[src/rtl/icache_line_responder.sv]
`default_nettype none
// +--------------------------------------------------------------------------+
// | Module      : icache_line_responder (with icache_line_responder_pkg)      |
// | Description : Single-line instruction cache responder. Serves fetch       |
// |               requests from one 128-bit line buffer. It reports           |
// |               translation and physical-range faults, and it refills the   |
// |               line from memory on a miss.                                 |
// | Ports       : clk_i, rst_i           - clock, sync active-high reset      |
// |               req_cpu_icache_i       - fetch request {valid,vaddr,inv}    |
// |               xlate_fault_i          - translation fault for this vaddr   |
// |               ready_o                - request accepted this cycle        |
// |               resp_icache_cpu_o      - fetch response (one-cycle pulse)   |
// |               refill_req_*           - line refill request handshake      |
// |               refill_resp_*          - refill data / bus error            |
// | Revision    : 1.0 - initial release                                       |
// +--------------------------------------------------------------------------+

package icache_line_responder_pkg;
   typedef struct packed {
      logic        valid;
      logic [39:0] vaddr;
      logic        invalidate_icache;
   } req_cpu_icache_t;

   typedef struct packed {
      logic        valid;
      logic [31:0] data;
      logic        instr_access_fault;
      logic        instr_page_fault;
   } resp_icache_cpu_t;

   typedef logic [127:0] icache_line_t;
endpackage

module icache_line_responder
   import icache_line_responder_pkg::*;
#(
   parameter logic [39:0] ADDR_LIMIT = 40'h00_8000_0000
) (
   input  logic             clk_i,
   input  logic             rst_i,
   input  req_cpu_icache_t  req_cpu_icache_i,
   input  logic             xlate_fault_i,
   output logic             ready_o,
   output resp_icache_cpu_t resp_icache_cpu_o,
   output logic             refill_req_valid_o,
   output logic [39:0]      refill_req_addr_o,
   input  logic             refill_req_ready_i,
   input  logic             refill_resp_valid_i,
   input  icache_line_t     refill_resp_data_i,
   input  logic             refill_resp_error_i
);

   typedef enum logic [1:0] {
      ST_IDLE        = 2'd0,
      ST_REFILL_REQ  = 2'd1,
      ST_REFILL_WAIT = 2'd2,
      ST_RESPOND     = 2'd3
   } state_t;

   state_t           r_state;
   state_t           w_state_next;

   icache_line_t     r_line;
   logic [35:0]      r_tag;
   logic             r_line_valid;
   logic [39:2]      r_addr;        // word address of the request being refilled
   logic             r_inv_pending;
   resp_icache_cpu_t r_resp;
   resp_icache_cpu_t w_resp_next;

   logic             w_addr_fault;
   logic             w_hit;
   logic [31:0]      w_hit_word;
   logic [31:0]      w_refill_word;

   assign w_addr_fault  = (req_cpu_icache_i.vaddr >= ADDR_LIMIT);
   // An invalidate on the same cycle as a request takes effect first, so the
   // request sees an empty line and goes to memory.
   assign w_hit         = r_line_valid && !req_cpu_icache_i.invalidate_icache &&
                          (r_tag == req_cpu_icache_i.vaddr[39:4]);
   assign w_hit_word    = r_line[{req_cpu_icache_i.vaddr[3:2], 5'b00000} +: 32];
   assign w_refill_word = refill_resp_data_i[{r_addr[3:2], 5'b00000} +: 32];

   // ------------------------------------------------------------------
   // State register
   // ------------------------------------------------------------------
   always_ff @(posedge clk_i) begin
      if (rst_i) begin
         r_state <= ST_IDLE;
      end else begin
         r_state <= w_state_next;
      end
   end

   // ------------------------------------------------------------------
   // Next state and next response. The response is registered, so a value
   // built here appears on the port in the following cycle: one cycle after
   // acceptance for faults and hits, and during RESPOND for refills.
   // ------------------------------------------------------------------
   always_comb begin
      w_state_next = r_state;
      w_resp_next  = '0;
      case (r_state)
         ST_IDLE: begin
            if (req_cpu_icache_i.valid) begin
               if (xlate_fault_i) begin
                  w_resp_next.valid            = 1'b1;
                  w_resp_next.instr_page_fault = 1'b1;
               end else if (w_addr_fault) begin
                  w_resp_next.valid              = 1'b1;
                  w_resp_next.instr_access_fault = 1'b1;
               end else if (w_hit) begin
                  w_resp_next.valid = 1'b1;
                  w_resp_next.data  = w_hit_word;
               end else begin
                  w_state_next = ST_REFILL_REQ;
               end
            end
         end
         ST_REFILL_REQ: begin
            if (refill_req_ready_i) begin
               w_state_next = ST_REFILL_WAIT;
            end
         end
         ST_REFILL_WAIT: begin
            if (refill_resp_valid_i) begin
               w_state_next      = ST_RESPOND;
               w_resp_next.valid = 1'b1;
               if (refill_resp_error_i) begin
                  w_resp_next.instr_access_fault = 1'b1;
               end else begin
                  w_resp_next.data = w_refill_word;
               end
            end
         end
         ST_RESPOND: begin
            w_state_next = ST_IDLE;
         end
         default: begin
            w_state_next = ST_IDLE;
         end
      endcase
   end

   // ------------------------------------------------------------------
   // Line buffer, captured request and invalidate bookkeeping
   // ------------------------------------------------------------------
   always_ff @(posedge clk_i) begin
      if (rst_i) begin
         r_line        <= '0;
         r_tag         <= '0;
         r_line_valid  <= 1'b0;
         r_addr        <= '0;
         r_inv_pending <= 1'b0;
         r_resp        <= '0;
      end else begin
         r_resp <= w_resp_next;

         case (r_state)
            ST_IDLE: begin
               if (req_cpu_icache_i.invalidate_icache) begin
                  r_line_valid <= 1'b0;
               end
               if (req_cpu_icache_i.valid) begin
                  r_addr <= req_cpu_icache_i.vaddr[39:2];
               end
            end
            ST_REFILL_WAIT: begin
               if (refill_resp_valid_i) begin
                  r_line       <= refill_resp_data_i;
                  r_tag        <= r_addr[39:4];
                  r_line_valid <= !refill_resp_error_i;
               end
            end
            default: begin
            end
         endcase

         // An invalidate that arrives mid-transaction must not kill the
         // in-flight response. It is held here and applied on return to IDLE.
         if (r_state != ST_IDLE && req_cpu_icache_i.invalidate_icache) begin
            r_inv_pending <= 1'b1;
         end
         if (r_state != ST_IDLE && w_state_next == ST_IDLE) begin
            if (r_inv_pending || req_cpu_icache_i.invalidate_icache) begin
               r_line_valid <= 1'b0;
            end
            r_inv_pending <= 1'b0;
         end
      end
   end

   // ------------------------------------------------------------------
   // Outputs
   // ------------------------------------------------------------------
   assign ready_o            = (r_state == ST_IDLE);
   assign refill_req_valid_o = (r_state == ST_REFILL_REQ);
   assign refill_req_addr_o  = refill_req_valid_o ? {r_addr[39:4], 4'b0000} : 40'd0;
   assign resp_icache_cpu_o  = r_resp;

endmodule

`default_nettype wire

[config.mk]
export PLATFORM = sky130hd
export DESIGN_NAME = icache_line_responder
export DESIGN_NICKNAME = d
export VERILOG_FILES = /design/src/rtl/icache_line_responder.sv
export SDC_FILE = /design/constraint.sdc
export NUM_CORES = 1
export LEC_CHECK = 0
export CORE_ASPECT_RATIO = 0.9
export CORE_MARGIN = 8
export CORE_UTILIZATION = 39
export DETAILED_ROUTE_END_ITERATION = 16
export HOLD_SLACK_MARGIN = 0.15
export PLACE_DENSITY_LB_ADDON = 0.08
export RECOVER_POWER = 50
export SLEW_MARGIN = 20
export SYNTH_ARGS = -nofsm -noshare
export SYNTH_HDL_FRONTEND = slang
export SYNTH_SLANG_ARGS = --single-unit
export TNS_END_PERCENT = 10
[constraint.sdc]
create_clock -name clk_i -period 1.86 [get_ports clk_i]
set_input_delay 0.372 -clock clk_i [delete_from_list [all_inputs] [get_ports clk_i]]
set_output_delay 0.372 -clock clk_i [all_outputs]
set_load 0.02 [all_outputs]
==> results.cfg <==
[power_and_ir_drop]
p_per_area_mw_per_mm2 = 756.0
total_leakage_power_nw = 5.237
ir_drop_mv = 0.5444

[grt]
overflow = 0
grt.total_usage_pct = 19.53
grt_pass1_wl_um = 52320
grt_pass1_vias = 9432
grt_max_degree = 117
antenna_found_initial = 1

[flow_run]
maxCapViolCount = 0

[logic_synthesis]
syn-cell-area_mm2 = 0.01074
syn_area_per_cell_um2 = 8.661
synth-seq-cells = 241
synth-main-ff-cell = dfxtp_1
yosys.area.top_type = dfxtp_1
netlist_instances = 1240
yosys-top-cells-area = dfxtp_1, nand2_1, mux4_2
synth.distinct_cells = 38
yosysWarnings = 0
synth_seq_area_share_pct = 44.93
yosys.area.top_type_share_pct = 44.93
synthArstFlopShare_pct = 0
synth-edff-count = 0

[setup_path]
worstSetupEndpointType = primary output
crit_required_ns = 1.49
max_stage_delay_ns = 0.33
cp_num_cells = 5
critPathTopFamily = simple AND/OR/NAND/NOR gates
crit_buf_inv = 3
cp_max_fo = 8
start_kind = register
crit_chain = nor2b_4 > buf_12 > buf_12 > and2_4 > buf_6
crit_type = register to primary output
r2r-end = resp_icache_cpu_o[28]
ff2ff_path_depth = 7
crit_top_cell = buf_12
critPathArrivalTime_ns = 1.61
r2r_slack_ns = 0.01
r2r_start = r_state[0]
slowest_stage = dfxtp_2

[sta]
setup_ws_ns = -0.1208
min_period_ns = 1.981
period_share_pct = 106.5
slew_headroom_pct = 64.49
hold_viol = 0
fmax_mhz = 504.9
setup_viol = 37
clock_skew_ns = 0.01081
worst_pin_slew_ns = 0.5327
finalSetupTns_ns = -2.774
slew_viol_final = 0
grt_setup_unrepaired = true

[floorplanning]
die-area_mm2 = 0.03311
dieHeight_um = 173.4
pin_count = 253
initial_utilization_pct = 39.73
die_x_um = 190.9
core_mm2 = 0.02703
rows = 57

[drt]
routedWlPerCell_um = 17.98
routed_wl_um = 33590
vias_per_cell = 5.025
first_pass_iters = 5
route.vias.total = 9387
drc = 0
ant_nets = 0
detail_route.iter0.violations = 622

[worst_hold_path]
worstHoldEndpoint = r_addr[3]
hp-class = primary input to register
min_from = req_cpu_icache_i[4]
hold_depth = 3

[clocking]
clk_latency_ns = 0.52
tritoncts_num_sinks = 241
clock_path_buffers = 3
h-tree-depth = 1
root_buffer = clkbuf_16
cts_tree = yes
cts_buffers = 26
clkSlewWorstSetupHoldPaths_ns = 0.06

[placement]
hpwl_um = 22800
routabilityCongestion = 0.8754
pre_cts_slack_ns = -0.5835
dpl_cell_area_mm2 = 0.01399
port_buffers = 246

[final_layout]
syn_to_final_growth_pct = 39.47
multi_input_area_mm2 = 0.005484
post-route-cell-area_mm2 = 0.01498
nFillCells = 2476
final-seq-area_mm2 = 0.004831
drive_above_1_share_pct = 19.89
nNetsFinal = 1671

[status]
violations = negative setup slack
status = finished with violations
[area by class of cell]
type / count / area share (%)
diodes: 1 / 0.01671
flip-flops and latches: 241 / 32.25
clock buffers: 42 / 5.421
well taps: 354 / 2.957
repair buffers: 322 / 21.75
inverters: 34 / 0.8521
multi-input cells: 870 / 36.61
clock inverters: 4 / 0.1337
[cells by family after synthesis]
family | share of synthesized area, %
flip-flops | 44.93
multiplexers | 13.42
buffers and inverters | 5.546
other | 0.03492
AND/OR/NAND/NOR | 20.47
AO/OA/AOI/OAI | 12.66
XOR/XNOR | 2.936
[per-stage QoR]
| stage | cells | total power [mW] | util [%] | hold WS (ns) |
|---|---|---|---|---|
| 2_1_floorplan | 1243 | 5.760 | - | 0.4331 |
| 3_3_place_gp | 1817 | 6.415 | 51.75 | 0.4393 |
| 3_5_place_dp | 1817 | 6.416 | 51.75 | 0.4437 |
| 4_1_cts | 1869 | 11.45 | 55.64 | 0.2064 |
| 5_1_grt | 1868 | 11.73 | 55.41 | 0.2154 |
| 6_report | 1868 | 11.32 | 55.41 | 0.2272 |
[worst min-delay path, cell delays in order]
cell and delay, ns:
buf_2 0.19, nand2_1 0.09, a21oi_1 0.05
[per-layer routing]
layer | GRT usage [%] | up-vias | wire [µm]
met1 | 27.62 | 4429 | 15690
li1 | - | 4647 | -
met2 | 29.87 | 260 | 15160
met3 | 3.681 | 51 | 1957
met4 | 5.362 | 0 | 787
met5 | 0 | - | 0
[Yosys cell counts (all sizes together), types with 2 or more instances]
library cell,instances
nor2,7
dfxtp,241
nor4,6
xnor2,35
nand3,2
clkbuf,40
nor2b,3
nor3,3
inv,34
a21oi,207
mux4,64
nor3b,2
nand2,442
nand4,17
o21ai,32
and2,37
buf,58
[registers in the layout, summed over array words and instances, names as in the netlist]
register / cells
r_line_valid: 1
r_line: 128
r_inv_pending: 1
r_addr: 38
r_tag: 36
resp_icache_cpu_o: 35
r_state: 2
[placed cells by master (no fill, tap or decap), types with 3 or more instances in the layout]
cell / Yosys / routed
buf_4: 4 / 52
dfxtp_1: 241 / 236
clkbuf_8: 0 / 9
nor2_1: 5 / 6
buf_2: 44 / 3
a21oi_1: 207 / 207
nand4_1: 16 / 16
and2_4: 0 / 31
nor3_1: 3 / 3
nand2_1: 441 / 441
clkinv_2: 0 / 4
xnor2_1: 35 / 31
buf_6: 4 / 38
mux4_2: 64 / 64
o21ai_2: 30 / 30
clkbuf_16: 0 / 27
xnor2_2: 0 / 4
clkbuf_1: 40 / 14
inv_1: 34 / 34
buf_12: 0 / 20
nor4_4: 1 / 4
dfxtp_2: 0 / 5
clkbuf_4: 0 / 3
clkdlybuf4s50_1: 0 / 182
and2_1: 37 / 5
dlygate4sd2_1: 0 / 16
conb_1: 1 / 4
[worst max path at each step]
stage	from	endpoint	slack (ns)
CTS	r_state[0]	refill_req_addr_o[21]	-0.14
global route	r_state[0]	refill_req_addr_o[4]	-0.17
detailed placement	req_cpu_icache_i[35]	resp_icache_cpu_o[9]	-0.58
global placement	req_cpu_icache_i[35]	resp_icache_cpu_o[33]	-0.59
finish	r_state[0]	refill_req_addr_o[4]	-0.12
floorplan	r_state[0]	refill_req_addr_o[20]	0.17
[report_power, final]
part	internal [mW]	switching [mW]
logic	0.604	0.453
registers	5.21	0.0409
clock network	2.96	2.05
[timing repair]
action	in CTS	in global routing
setup endpoints to repair	84	76
pin swaps	22	5
hold buffers	0	0
resized for setup	275	21
cloned	2	0
buffers inserted	4	0
(Power assumes the default switching activity.)
